--- src/rtl/tts_pkg.sv ---
// Shared types and widths for the truth-table sweeper.
// Pure declarations: no latency, no flow control.
package tts_pkg;
  localparam int TTS_N_IN = 7;
  localparam int TBL_W    = 1 << TTS_N_IN;
  localparam int CNT_W    = TTS_N_IN + 1;

  typedef enum logic [1:0] {
    ST_IDLE,
    ST_SWEEP,
    ST_DRAIN,
    ST_DONE
  } tts_state_t;
endpackage

--- src/rtl/tts_lat_pipe.sv ---
// Delays {valid, index} by PIPE_LAT cycles to line up with the DUT response.
// Latency PIPE_LAT (0 = passthrough); free-running, no backpressure.
module tts_lat_pipe #(
  parameter int W        = 8,
  parameter int PIPE_LAT = 1
) (
  input  logic         i_clk,
  input  logic         i_rst,
  input  logic [W-1:0] i_dat,
  output logic [W-1:0] o_dat
);

  generate
    if (PIPE_LAT == 0) begin : g_pass
      logic w_unused;
      assign w_unused = &{1'b0, i_clk, i_rst};
      assign o_dat    = i_dat;
    end else begin : g_pipe
      logic [W-1:0] r_sh [PIPE_LAT];

      always_ff @(posedge i_clk or posedge i_rst) begin
        if (i_rst) begin
          for (int i = 0; i < PIPE_LAT; i++) r_sh[i] <= '0;
        end else begin
          r_sh[0] <= i_dat;
          for (int i = 1; i < PIPE_LAT; i++) r_sh[i] <= r_sh[i-1];
        end
      end

      assign o_dat = r_sh[PIPE_LAT-1];
    end
  endgenerate

endmodule

--- src/rtl/truth_table_sweeper.sv ---
// Sweeps all 2^N_IN input vectors into a function, captures its truth table and compares it.
// Start to done is 1 + 2^N_IN + PIPE_LAT cycles; no stalls, start ignored while busy, abort returns to idle.
module truth_table_sweeper
  import tts_pkg::*;
#(
  parameter  int N_IN     = TTS_N_IN,
  parameter  int PIPE_LAT = 1,
  localparam int TW       = 1 << N_IN,
  localparam int CW       = N_IN + 1
) (
  input  logic            clk,
  input  logic            rst,
  input  logic            start,
  input  logic            abort,
  input  logic [TW-1:0]   expected,
  output logic [N_IN-1:0] x_o,
  input  logic            f_i,
  output logic            busy,
  output logic            done,
  output logic            match,
  output logic [TW-1:0]   truth_table,
  output logic [N_IN-1:0] first_mismatch,
  output logic [CW-1:0]   mismatch_cnt
);

  tts_state_t      r_state;
  logic [N_IN-1:0] r_idx;
  logic [N_IN-1:0] r_x;
  logic [N_IN-1:0] r_first;
  logic [TW-1:0]   r_exp;
  logic [TW-1:0]   r_tt;
  logic [CW-1:0]   r_cnt;
  logic [7:0]      r_drn;
  logic            r_busy;
  logic            r_done;
  logic            r_match;

  logic            w_smp_vld;
  logic [N_IN-1:0] w_smp_idx;
  logic            w_cap;
  logic            w_mm;
  logic            w_last;
  logic [CW-1:0]   w_cnt_nxt;

  tts_lat_pipe #(
    .W        (N_IN + 1),
    .PIPE_LAT (PIPE_LAT)
  ) u_lat_pipe (
    .i_clk (clk),
    .i_rst (rst),
    .i_dat ({r_state == ST_SWEEP, r_x}),
    .o_dat ({w_smp_vld, w_smp_idx})
  );

  // Samples still in flight after an abort land in IDLE and are discarded.
  assign w_cap     = w_smp_vld && (r_state != ST_IDLE);
  assign w_mm      = w_cap && (f_i != r_exp[w_smp_idx]);
  assign w_cnt_nxt = r_cnt + CW'(w_mm);
  assign w_last    = (r_idx == {N_IN{1'b1}});

  always_ff @(posedge clk or posedge rst) begin
    if (rst) begin
      r_state <= ST_IDLE;
      r_idx   <= '0;
      r_x     <= '0;
      r_first <= '0;
      r_exp   <= '0;
      r_tt    <= '0;
      r_cnt   <= '0;
      r_drn   <= '0;
      r_busy  <= 1'b0;
      r_done  <= 1'b0;
      r_match <= 1'b0;
    end else begin
      r_done <= 1'b0;

      if (w_cap) begin
        r_tt[w_smp_idx] <= f_i;
        if (w_mm) begin
          r_cnt <= w_cnt_nxt;
          if (r_cnt == '0) r_first <= w_smp_idx;
        end
      end

      if (abort && (r_state != ST_IDLE)) begin
        r_state <= ST_IDLE;
        r_busy  <= 1'b0;
        r_match <= 1'b0;
      end else begin
        case (r_state)
          ST_IDLE: begin
            if (start && !abort) begin
              r_exp   <= expected;
              r_tt    <= '0;
              r_cnt   <= '0;
              r_first <= '0;
              r_match <= 1'b0;
              r_idx   <= '0;
              r_x     <= '0;
              r_busy  <= 1'b1;
              r_state <= ST_SWEEP;
            end
          end
          ST_SWEEP: begin
            // The counter wraps after the last vector; x_o keeps the last one issued.
            r_idx <= r_idx + N_IN'(1);
            if (w_last) begin
              if (PIPE_LAT == 0) begin
                r_state <= ST_DONE;
                r_done  <= 1'b1;
                r_busy  <= 1'b0;
                r_match <= (w_cnt_nxt == '0);
              end else begin
                r_state <= ST_DRAIN;
                r_drn   <= '0;
              end
            end else begin
              r_x <= r_idx + N_IN'(1);
            end
          end
          ST_DRAIN: begin
            if (r_drn == 8'(PIPE_LAT - 1)) begin
              r_state <= ST_DONE;
              r_done  <= 1'b1;
              r_busy  <= 1'b0;
              r_match <= (w_cnt_nxt == '0);
            end else begin
              r_drn <= r_drn + 8'd1;
            end
          end
          ST_DONE: r_state <= ST_IDLE;
          default: r_state <= ST_IDLE;
        endcase
      end
    end
  end

  assign x_o            = r_x;
  assign busy           = r_busy;
  assign done           = r_done;
  assign match          = r_match;
  assign truth_table    = r_tt;
  assign first_mismatch = r_first;
  assign mismatch_cnt   = r_cnt;

endmodule
--- config.mk ---
export PLATFORM = sky130hd
export DESIGN_NAME = truth_table_sweeper
export DESIGN_NICKNAME = d
export VERILOG_FILES = /design/src/rtl/tts_pkg.sv /design/src/rtl/tts_lat_pipe.sv /design/src/rtl/truth_table_sweeper.sv
export SDC_FILE = /design/constraint.sdc
export NUM_CORES = 1
export LEC_CHECK = 0
export ABC_AREA = 1
export CELL_PAD_IN_SITES_DETAIL_PLACEMENT = 2
export CELL_PAD_IN_SITES_GLOBAL_PLACEMENT = 2
export CORE_UTILIZATION = 32
export CTS_BUF_LIST = sky130_fd_sc_hd__clkbuf_8
export DETAILED_ROUTE_END_ITERATION = 8
export PLACE_DENSITY = 0.95
export SLEW_MARGIN = 0
export SYNTH_ARGS = -nofsm -noshare
export SYNTH_HDL_FRONTEND = slang
export SYNTH_SLANG_ARGS = --single-unit
--- constraint.sdc ---
create_clock -name clk -period 12.3 [get_ports clk]
set_input_delay 1.845 -clock clk [delete_from_list [all_inputs] [get_ports clk]]
set_output_delay 1.845 -clock clk [all_outputs]
set_load 0.01 [all_outputs]
==> results of run 1 <==
==> placed cells by master (no fill, tap or decap), drive strengths merged, types with 67 or more instances in the layout <==
master	count
clkdlybuf4s50	285
inv	226
nor2	113
dfrtp	306
nand3	87
o21ai	174
nand2	372
a21oi	126
clkbuf	67
a311oi	99
==> final cells by class <==
class,instances,area [sq um],area share (%)
Clock buffer,67,922,4.98
Sequential cell,306,7660,41.4
Timing Repair Buffer,297,2960,16.0
Tap cell,592,741,4.00
Clock inverter,32,186,1.01
Inverter,206,783,4.23
Multi-Input combinational cell,1050,5270,28.5
==> flip-flops by register name, summed over array words and instances (netlist names), 2 cells and up <==
register	flops
r_exp	128
truth_table	128
mismatch_cnt	8
r_drn	8
u_lat_pipe.o_dat	8
first_mismatch	7
r_idx	7
x_o	7
r_state	2
==> report_power, final <==
part | switching [W] | leakage (nW) | internal [W]
Combinational | 0.00103 | 3.81 | 0.000464
Sequential | 0.000172 | 4.02 | 0.00129
Clock | 0.000466 | 0.652 | 0.000531
Total | 0.00167 | 8.48 | 0.00229
==> per-stage QoR <==
| stage | cells | area [sq um] | hold WS, ps |
|---|---|---|---|
| after floorplan | 1678 | 14300 | 370 |
| after detailed placement | 2451 | 17400 | 408 |
| final | 2550 | 18500 | 426 |
| after CTS | 2550 | 18500 | 424 |
| after global placement | 2451 | 17400 | 411 |
| after global routing | 2550 | 18500 | 441 |
==> worst paths after layout <==
| path | from | to | slack (ps) | depth (start not counted) |
|---|---|---|---|---|
| setup reg to reg | u_lat_pipe.o_dat[0]$_DFF_PP0_ | match$_DFFE_PP0P_ | 6570 | 23 |
| setup / recovery | u_lat_pipe.o_dat[0]$_DFF_PP0_ | match$_DFFE_PP0P_ | 6570 | 23 |
| min in group asynchronous | rst | x_o[2]$_DFFE_PP0P_ | 1680 | 2 |
| hold reg to reg | x_o[5]$_DFFE_PP0P_ | u_lat_pipe.o_dat[5]$_DFF_PP0_ | 430 | 0 |
| max in group asynchronous | rst | truth_table[45]$_DFF_PP0_ | 8120 | 4 |
| hold / removal | x_o[5]$_DFFE_PP0P_ | u_lat_pipe.o_dat[5]$_DFF_PP0_ | 430 | 0 |
==> routing by layer <==
metal,wire length [um],part of all wire [%]
met1,25400,40
met2,31200,49
met3,3350,5.3
met4,3820,6.0
met5,0,0
==> cells by family (layout without fill, tap and decap cells) <==
| kind of cell | after synthesis | count (layout) | synth area share (%) |
|---|---|---|---|
| AND/OR/NAND/NOR | 617 | 617 | 18.2 |
| AO/OA/AOI/OAI | 417 | 417 | 17.4 |
| buffers and inverters | 322 | 602 | 9.45 |
| flip-flops | 306 | 306 | 53.7 |
| adder cells (fa/ha/maj) | 8 | 8 | 0.701 |
| XOR/XNOR | 6 | 6 | 0.368 |
| multiplexers | 2 | 2 | 0.149 |
==> Yosys cell counts (4+ instances only) <==
cell	number
sky130_fd_sc_hd__nand3_1	84
sky130_fd_sc_hd__nor2_1	100
sky130_fd_sc_hd__a21oi_1	125
sky130_fd_sc_hd__clkbuf_1	75
sky130_fd_sc_hd__nor3_1	38
sky130_fd_sc_hd__o21ai_0	166
sky130_fd_sc_hd__xor2_1	6
sky130_fd_sc_hd__buf_6	8
sky130_fd_sc_hd__nand2_1	368
sky130_fd_sc_hd__ha_1	8
sky130_fd_sc_hd__dfrtp_1	306
sky130_fd_sc_hd__a311oi_1	99
sky130_fd_sc_hd__a31oi_1	16
sky130_fd_sc_hd__nor2_2	6
sky130_fd_sc_hd__nor2_4	6
sky130_fd_sc_hd__buf_2	18
sky130_fd_sc_hd__inv_2	6
sky130_fd_sc_hd__o21ai_1	8
sky130_fd_sc_hd__inv_1	197
sky130_fd_sc_hd__buf_4	12
sky130_fd_sc_hd__nand2_2	4
==> impl_summary.log, run 1 <==
INFO  metric initialDrtViolationCount = 944
INFO  metric drv_slew = 0
INFO  metric cts_post_setup_buffers_inserted = 0
INFO  metric post_drt_via_cell_ratio = 5.42
INFO  metric post-place-ws = 6330 ps
INFO  metric grt_pass1_vias = 15,600
INFO  metric yosys.area.top_type_share = 53.7%
INFO  metric crit_buf_inv = 4
INFO  metric antenna_left = 0
INFO  metric top_level_ports = 286
INFO  metric synth-warning-count = 0
INFO  metric syn-cell-area = 0.0143 sq mm
INFO  metric netlist_top_cells_area = sky130_fd_sc_hd__dfrtp_1 54%, sky130_fd_sc_hd__nand2_1 9.7%, sky130_fd_sc_hd__a311oi_1 6.1%
INFO  metric global_route.usage.total = 28.1%
INFO  metric tightest_slew = 1350 ps
INFO  metric die_y = 213 um
INFO  metric row_count = 77
INFO  metric sequential_share_of_the_synthesized_area = 53.7%
INFO  metric grt.met1_usage = 33.3%
INFO  metric finalCoreUtilization = 42.0%
INFO  metric critPathArrivalTime = 6320 ps
INFO  metric rsz_0062_raised_after_global_routing = false
INFO  metric cts.clk_slew.worst_paths = 60 ps
INFO  metric worst_path_largest_cell_delay = 1130 ps
INFO  metric finalNetCount = 2,058
INFO  metric report.power.total = 0.00396 W
INFO  metric floorplan.die.width = 213 um
INFO  metric leakagePower = 8.48 nW
INFO  metric synthCells = 1,678
INFO  metric wl = 63,800 um
INFO  metric use_met2 = 47.6%
INFO  metric post_cts_resized = 0
INFO  metric post_synth_edffs = 0
INFO  metric vias = 13,800
INFO  metric tritoncts_clock_tree = yes
INFO  metric final_hold_viol_count = 0
INFO  metric syn_nets = 1,819
INFO  metric slew_headroom = 9.76%
INFO  metric avgSynthCellArea = 8.50 sq um
INFO  metric drive_gt1_share = 6.28%
INFO  metric postCtsHoldBufs = 0
INFO  metric cts.htree.levels = 2
INFO  metric worst_ep_required_time = 12,890 ps
INFO  metric period_share = 46.6%
INFO  metric path_class = reg2reg
INFO  metric dpl.hpwl = 40,900 um
INFO  metric synth_cell_types = 35
INFO  metric antenna_found_initial = 1
INFO  metric outcome = complete, no violations
INFO  metric power_density = 214 mW/mm^2
INFO  metric clk_root_buffer_cell = sky130_fd_sc_hd__clkbuf_8
INFO  metric globalRouteOverflowTotal = 0
INFO  metric cts-root-to-sink-buffers = 3
INFO  metric floorplan.initialDensity = 32.3%
INFO  metric highest_clock_rate = 175 MHz
INFO  metric timing.critical_path.slowest_stage_cell = sky130_fd_sc_hd__clkinv_2
INFO  metric antenna_cells_inserted = 0
INFO  metric syn2layout_area_growth = 29.8%
INFO  metric startpoint_types = register
INFO  metric timing.critical_path.max_delay_family = simple AND/OR/NAND/NOR gates
INFO  metric clkLatencyLatePin = 660 ps
INFO  metric global_route.peak_usage_layer = met2
INFO  metric final.min_clock_period = 5730 ps
INFO  metric cts-buffers-inserted = 56
INFO  metric drc = 0
INFO  metric power.ir.vdd_worst = 0.123 mV
INFO  metric path_max_fanout = 67
INFO  metric grt_start_max_net_pins = 263
INFO  metric report.final.setup_viol = 0
INFO  metric drt-wirelength-per-cell = 25.0 um
INFO  metric final.setup.worst_slack = 6570 ps
INFO  metric fin_worst_skew = 26.6 ps
INFO  metric yosys.area.top_type = sky130_fd_sc_hd__dfrtp_1
INFO  metric maxCapViolations = 0
INFO  metric nFillCells = 4,822
INFO  metric finalWeightedCongestion = 0.811
INFO  metric ys_ff_latch = 306
INFO  metric crit_path_cell_trace = clkinv_2 > nand2_1 > nand3_1 > nand2_1 > o21ai_0 > nand2_1 > inv_1 > nand2_1 > nand2_1 > nand2_2 > nor2_2 > nand2_2 > nand3_2 > inv_1 > ha_1 > ha_1 > nand3_1 > nor3_1 > xor2_1 > inv_1 > nor4_1 > nand4_1 > nand2_1
INFO  metric synth-async-reset-ratio = 100%
INFO  metric holdCritPathClass = reg2reg
INFO  metric firstDrtPassIters = 5
INFO  metric port-buffer-count = 285
INFO  metric cts.sink_count = 306
INFO  metric grt_pass1_wl = 96,100 um
INFO  metric worst_setup_path_end_kind = register
INFO  metric synth-main-ff-cell = sky130_fd_sc_hd__dfrtp_1
INFO  metric cp_common_cell = sky130_fd_sc_hd__nand2_1
INFO  metric grt_use_met3 = 5.78%
INFO  metric core_area = 0.0441 sq mm
INFO  metric setup_tns = 0 ps
INFO  metric design.die.area = 0.0454 sq mm
(Power assumes the default switching activity.)
==> inputs of run 2 (changes only) <==
==> constraint.sdc (replaced) <==
create_clock -name clk -period 5.88 [get_ports clk]
set_input_delay 0.882 -clock clk [delete_from_list [all_inputs] [get_ports clk]]
set_output_delay 0.882 -clock clk [all_outputs]
set_load 0.01 [all_outputs]
==> run 2 against run 1 <==
Core utilization fell by 0.12 points. Maximum frequency rose by 27%. Clock skew barely moved. Clock-buffer cell count fell by 3. Power rose by 110%. Combinational power rose by 110%. Cell count barely moved. First-iteration DRC count fell by 11%. Register-to-register slack got worse by 5200 ps.
==> impl_summary.log, run 2 (synthesis results as in run 1) <==
INFO  metric outcome = complete, no violations
INFO  metric nFillCells = 4,861
INFO  metric report.final.setup_viol = 0
INFO  metric seqPwrFrac = 37.3%
INFO  metric clkLatencyLatePin = 660 ps
INFO  metric final.hold.worst_slack = 419 ps
INFO  metric row_count = 77
INFO  metric tightest_slew = 1420 ps
INFO  metric min-delay-start = x_o[4]$_DFFE_PP0P_
INFO  metric floorplan.die.width = 213 um
INFO  metric finalWeightedCongestion = 0.835
INFO  metric wl = 62,300 um
INFO  metric finalNetCount = 2,061
INFO  metric design.die.area = 0.0454 sq mm
INFO  metric fin_worst_skew = 27.0 ps
INFO  metric cts.htree.levels = 2
INFO  metric antenna_left = 0
INFO  metric post_cts_resized = 0
INFO  metric globalRouteOverflowTotal = 0
INFO  metric power_density = 441 mW/mm^2
INFO  metric share_comb_of_total_power = 38.7%
INFO  metric stdcell_count = 2,551
INFO  metric floorplan.initialDensity = 32.3%
INFO  metric clk_root_buffer_cell = sky130_fd_sc_hd__clkbuf_8
INFO  metric r2r-end = match$_DFFE_PP0P_
INFO  metric setup.reg_to_reg.worst_slack = 1370 ps
INFO  metric period_share = 76.7%
INFO  metric dpl.hpwl = 41,400 um
INFO  metric min_to = u_lat_pipe.o_dat[4]$_DFF_PP0_
INFO  metric slew_headroom = 5.29%
INFO  metric drt-wirelength-per-cell = 24.4 um
INFO  metric worst_r2r_startpoint = u_lat_pipe.o_dat[0]$_DFF_PP0_
INFO  metric worstHoldPathCells = 0
INFO  metric path_max_fanout = 67
INFO  metric tritoncts_clock_tree = yes
INFO  metric vias = 13,700
INFO  metric worst_setup_path_end_kind = register
INFO  metric global_route.usage.total = 27.4%
INFO  metric drv_slew = 0
INFO  metric highest_clock_rate = 222 MHz
INFO  metric port-buffer-count = 285
INFO  metric p_clk_share = 24.0%
INFO  metric grt_start_max_net_pins = 240
INFO  metric crit_start = u_lat_pipe.o_dat[0]$_DFF_PP0_
INFO  metric leakagePower = 8.45 nW
INFO  metric worst_ep_required_time = 6460 ps
INFO  metric initialDrtViolationCount = 844
INFO  metric top_level_ports = 286
INFO  metric r2r.worst_path.cells = 23
INFO  metric cp_common_cell = sky130_fd_sc_hd__nand2_1
INFO  metric core_area = 0.0441 sq mm
INFO  metric grt_pass1_vias = 15,600
INFO  metric power.ir.vdd_worst = 0.303 mV
INFO  metric drc = 0
INFO  metric path_class = reg2reg
INFO  metric antenna_found_initial = 1
INFO  metric switching_share = 42.8%
INFO  metric rsz_0062_raised_after_global_routing = false
INFO  metric cell_internal_pwr = 0.00466 W
INFO  metric placedCellCount = 2,455
INFO  metric cts.sink_count = 306
INFO  metric holdCritPathClass = reg2reg
INFO  metric critPathArrivalTime = 5090 ps
INFO  metric die_y = 213 um
INFO  metric worst_path_largest_cell_delay = 790 ps
INFO  metric postCtsHoldBufs = 0
INFO  metric startpoint_types = register
INFO  metric cts-buffers-inserted = 55
INFO  metric cts.clk_slew.worst_paths = 70 ps
INFO  metric final_hold_viol_count = 0
INFO  metric syn2layout_area_growth = 29.4%
INFO  metric mostFrequentLayoutCells = 368 x sky130_fd_sc_hd__nand2_1, 305 x sky130_fd_sc_hd__dfrtp_1, 285 x sky130_fd_sc_hd__clkdlybuf4s50_1
INFO  metric post_drt_via_cell_ratio = 5.38
INFO  metric setup_tns = 0 ps
INFO  metric drive_gt1_share = 6.28%
INFO  metric grt_pass1_wl = 94,300 um
INFO  metric final.min_clock_period = 4510 ps
INFO  metric timing.critical_path.slowest_stage_cell = sky130_fd_sc_hd__clkinv_2
INFO  metric maxCapViolations = 0
INFO  metric final_common_cell = sky130_fd_sc_hd__nand2_1
INFO  metric firstDrtPassIters = 5
INFO  metric cts-root-to-sink-buffers = 3
INFO  metric crit_path_cell_trace = clkinv_2 > nand2_1 > nand3_2 > nand2_1 > nor2_1 > nor2_1 > nor2_1 > nand2_1 > nand2_1 > nand2_2 > nor2_2 > nand2_2 > nand3_2 > inv_1 > ha_1 > ha_1 > nand3_1 > nor3_1 > xor2_1 > inv_1 > nor4_1 > nand4_1 > nand2_1
INFO  metric cts_post_setup_buffers_inserted = 0
INFO  metric switchingPower = 0.00349 W
run 2: power by group through the flow:
| stage | Sequential, W | Combinational (W) | Clock (W) |
|---|---|---|---|
| 2_1_floorplan | 0.00298 | 0.00188 | 0 |
| 3_3_place_gp | 0.00299 | 0.00282 | 0 |
| 5_1_grt | 0.00309 | 0.00346 | 0.00208 |
| 4_1_cts | 0.00304 | 0.00317 | 0.00199 |
| 3_5_place_dp | 0.00305 | 0.00305 | 0 |
| 6_report | 0.00304 | 0.00316 | 0.00195 |
run 2: per-layer routing:
| metal | global-route usage, % | routed length [um] | part of all wire [%] | vias up |
|---|---|---|---|---|
| met5 | 0 | 0 | 0 | - |
| met4 | 14.9 | 3450 | 5.5 | 0 |
| met3 | 5.02 | 3070 | 4.9 | 173 |
| met2 | 46.6 | 30600 | 49 | 449 |
| met1 | 32.9 | 25100 | 40 | 7063 |
| li1 | - | - | - | 6044 |
run 2: critical path: cells and delay by family, from the launching register on:
| family | cells | cell delay, ps |
|---|---|---|
| adder cells (fa/ha/maj) | 2 | 370 |
| flip-flops | 1 | 370 |
| AND/OR/NAND/NOR | 17 | 2430 |
| XOR/XNOR | 1 | 170 |
| buffers and inverters | 3 | 1020 |
run 2: layout make-up:
cell class | instances | area, sq um | share of cell area [%]
diodes | 1 | 2.50 | 0.0136
multi-input cells | 1050 | 5270 | 28.6
clock buffers | 64 | 881 | 4.77
well taps | 592 | 741 | 4.01
clock inverters | 31 | 134 | 0.725
inverters | 206 | 779 | 4.22
flip-flops and latches | 306 | 7660 | 41.5
repair buffers | 301 | 3000 | 16.2
run 2: stage by stage:
step | utilization, % | area [sq um] | power (W) | worst slack [ps]
final | 41.9 | 18500 | 0.00815 | 1370
after global routing | 41.9 | 18500 | 0.00863 | 873
after CTS | 41.8 | 18500 | 0.00820 | 1340
after detailed placement | 39.5 | 17500 | 0.00610 | 1650
after global placement | 39.5 | 17500 | 0.00581 | 1900
after floorplan | - | 14300 | 0.00486 | 927
run 2: how the worst max path moves through the flow:
| stage | slack [ps] | endpoint | cells past startpoint |
|---|---|---|---|
| floorplan | 930 | busy$_DFFE_PP0P_ | 1 |
| global placement | 1900 | match$_DFFE_PP0P_ | 21 |
| detailed placement | 1650 | match$_DFFE_PP0P_ | 21 |
| CTS | 1340 | match$_DFFE_PP0P_ | 23 |
| global route | 870 | match$_DFFE_PP0P_ | 23 |
| finish | 1370 | match$_DFFE_PP0P_ | 23 |
==> inputs of run 3 (changes only) <==
==> constraint.sdc (replaced) <==
create_clock -name clk -period 4.5 [get_ports clk]
set_input_delay 0.675 -clock clk [delete_from_list [all_inputs] [get_ports clk]]
set_output_delay 0.675 -clock clk [all_outputs]
set_load 0.01 [all_outputs]
==> run 3 against run 2 <==
Combinational power rose by 33%. Register-to-register slack got worse by 1000 ps. Power rose by 36%. Clock power rose by 49%.
==> impl_summary.log, run 3 (synthesis results as in run 1) <==
INFO  metric outcome = complete, no violations
INFO  metric setup_tns = 0 ps
INFO  metric antenna_left = 0
INFO  metric drive_gt1_share = 7.64%
INFO  metric maxCapViolations = 0
INFO  metric power_density = 591 mW/mm^2
INFO  metric stdcell_count = 2,568
INFO  metric worstHoldPathCells = 0
INFO  metric final.setup.worst_slack = 360 ps
INFO  metric cts.clk_slew.worst_paths = 70 ps
INFO  metric top_level_ports = 286
INFO  metric core_area = 0.0441 sq mm
INFO  metric worst_setup_path_end_kind = register
INFO  metric leakagePower = 8.59 nW
INFO  metric cts.htree.levels = 2
INFO  metric crit_start = u_lat_pipe.o_dat[0]$_DFF_PP0_
INFO  metric r2r.worst_path.cells = 25
INFO  metric drc = 0
INFO  metric antenna_found_initial = 1
INFO  metric finalNetCount = 2,071
INFO  metric floorplan.die.width = 213 um
INFO  metric final_area = 0.0188 sq mm
INFO  metric grt_pass1_vias = 15,900
INFO  metric period_share = 92.0%
INFO  metric register_area = 0.00766 sq mm
INFO  metric rsz_0062_raised_after_global_routing = false
INFO  metric clkLatencyLatePin = 670 ps
INFO  metric cts-root-to-sink-buffers = 3
INFO  metric wl = 65,200 um
INFO  metric path_class = reg2reg
INFO  metric slew_headroom = 5.79%
INFO  metric tightest_slew = 1410 ps
INFO  metric die_y = 213 um
INFO  metric final_hold_viol_count = 0
INFO  metric area_of_combinational_cells_with_multiple_inputs = 0.00527 sq mm
INFO  metric fin_worst_skew = 41.0 ps
INFO  metric mostFrequentLayoutCells = 368 x sky130_fd_sc_hd__nand2_1, 305 x sky130_fd_sc_hd__dfrtp_1, 285 x sky130_fd_sc_hd__clkdlybuf4s50_1
INFO  metric path_max_fanout = 33
INFO  metric initialDrtViolationCount = 1,038
INFO  metric vias = 14,000
INFO  metric finalWeightedCongestion = 0.829
INFO  metric timing.critical_path.slowest_stage_cell = sky130_fd_sc_hd__dfrtp_2
INFO  metric report.final.setup_viol = 0
INFO  metric row_count = 77
INFO  metric r2r-end = match$_DFFE_PP0P_
INFO  metric globalRouteOverflowTotal = 0
INFO  metric tritoncts_clock_tree = yes
INFO  metric drv_slew = 0
INFO  metric post_drt_via_cell_ratio = 5.44
INFO  metric highest_clock_rate = 242 MHz
INFO  metric firstDrtPassIters = 5
INFO  metric holdCritPathClass = reg2reg
INFO  metric placement.cell_area = 0.0176 sq mm
INFO  metric syn2layout_area_growth = 31.6%
INFO  metric power.ir.vdd_worst = 0.233 mV
INFO  metric worst_r2r_startpoint = u_lat_pipe.o_dat[0]$_DFF_PP0_
INFO  metric port-buffer-count = 285
INFO  metric nFillCells = 4,797
INFO  metric final.min_clock_period = 4140 ps
INFO  metric worst_path_largest_cell_delay = 430 ps
INFO  metric finalCoreUtilization = 42.6%
INFO  metric antenna_cells_inserted = 0
INFO  metric clk_root_buffer_cell = sky130_fd_sc_hd__clkbuf_8
INFO  metric worst_ep_required_time = 5100 ps
INFO  metric min-delay-start = x_o[5]$_DFFE_PP0P_
INFO  metric placedCellCount = 2,462
INFO  metric critPathArrivalTime = 4740 ps
INFO  metric dpl.hpwl = 43,500 um
INFO  metric global_route.usage.total = 28.9%
INFO  metric design.die.area = 0.0454 sq mm
INFO  metric grt_start_max_net_pins = 166
INFO  metric startpoint_types = register
INFO  metric min_to = u_lat_pipe.o_dat[5]$_DFF_PP0_
INFO  metric setup.reg_to_reg.worst_slack = 360 ps
INFO  metric floorplan.initialDensity = 32.3%
INFO  metric cp_common_cell = sky130_fd_sc_hd__nand2_1
INFO  metric cts-buffers-inserted = 56
INFO  metric post-place-ws = 424 ps
INFO  metric cts.sink_count = 306
INFO  metric drt-wirelength-per-cell = 25.4 um
INFO  metric final_common_cell = sky130_fd_sc_hd__nand2_1
INFO  metric grt_pass1_wl = 98,500 um
-- run 3: cell count changes in the layout (fill, tap and decap cells not counted), sizes merged --
cell | before | now
bufinv | 0 | 1
inv | 225 | 215
clkbuf | 64 | 77
buf | 16 | 25
diode | 1 | 0
clkinv | 8 | 14
clkinvlp | 4 | 3
-- run 3: report_power, final --
part	switching [W]	internal, W
combinational	0.00290	0.00131
sequential	0.000451	0.00354
clock	0.00134	0.00158
-- run 3: final cells by class --
cell class	instances	share of cell area, %
timing repair buffer	310	16.6
multi-input combinational	1050	28.1
inverter	206	4.15
tap	592	3.94
clock inverter	27	0.793
clock buffer	77	5.64
sequential	306	40.8
-- run 3: repair_timing --
| action | 4_1_cts | 5_1_grt |
|---|---|---|
| gates resized for setup | 0 | 1 |
| buffers inserted | 0 | 0 |
| endpoints found under the setup margin | 0 | 2 |
| hold endpoints to repair | 0 | 0 |
| hold buffers | 0 | 0 |
-- run 3: critical path, delay by kind of cell, from the launching register on --
| kind | cells | cell delay (ps) |
|---|---|---|
| compound gates | 1 | 200 |
| xor+xnor | 1 | 190 |
| fa+ha+maj | 2 | 430 |
| buf+inv | 6 | 900 |
| flops | 1 | 430 |
| simple gates | 15 | 1920 |
-- run 3: worst max path at each step --
stage / endpoint / slack (ps) / depth (start not counted)
2_1_floorplan: busy$_DFFE_PP0P_ / -250 / 1
3_3_place_gp: match$_DFFE_PP0P_ / 830 / 20
3_5_place_dp: match$_DFFE_PP0P_ / 420 / 25
4_1_cts: match$_DFFE_PP0P_ / 190 / 25
5_1_grt: mismatch_cnt[7]$_DFF_PP0_ / 50 / 24
6_report: match$_DFFE_PP0P_ / 360 / 25
-- run 3: per-layer routing --
layer  up-vias  wire length, um  track usage, %
met5         -                8               0
met2       513            31800            48.4
met3       228             3680            6.34
met1      7159            25900            34.6
li1       6072                -               -
met4         2             3840            15.4
-- run 3: stage by stage --
stage	hold WS, ps	total power (W)
floorplan	370	0.00636
global placement	422	0.00765
detailed placement	418	0.00807
CTS	429	0.0112
global route	446	0.0118
finish	423	0.0111
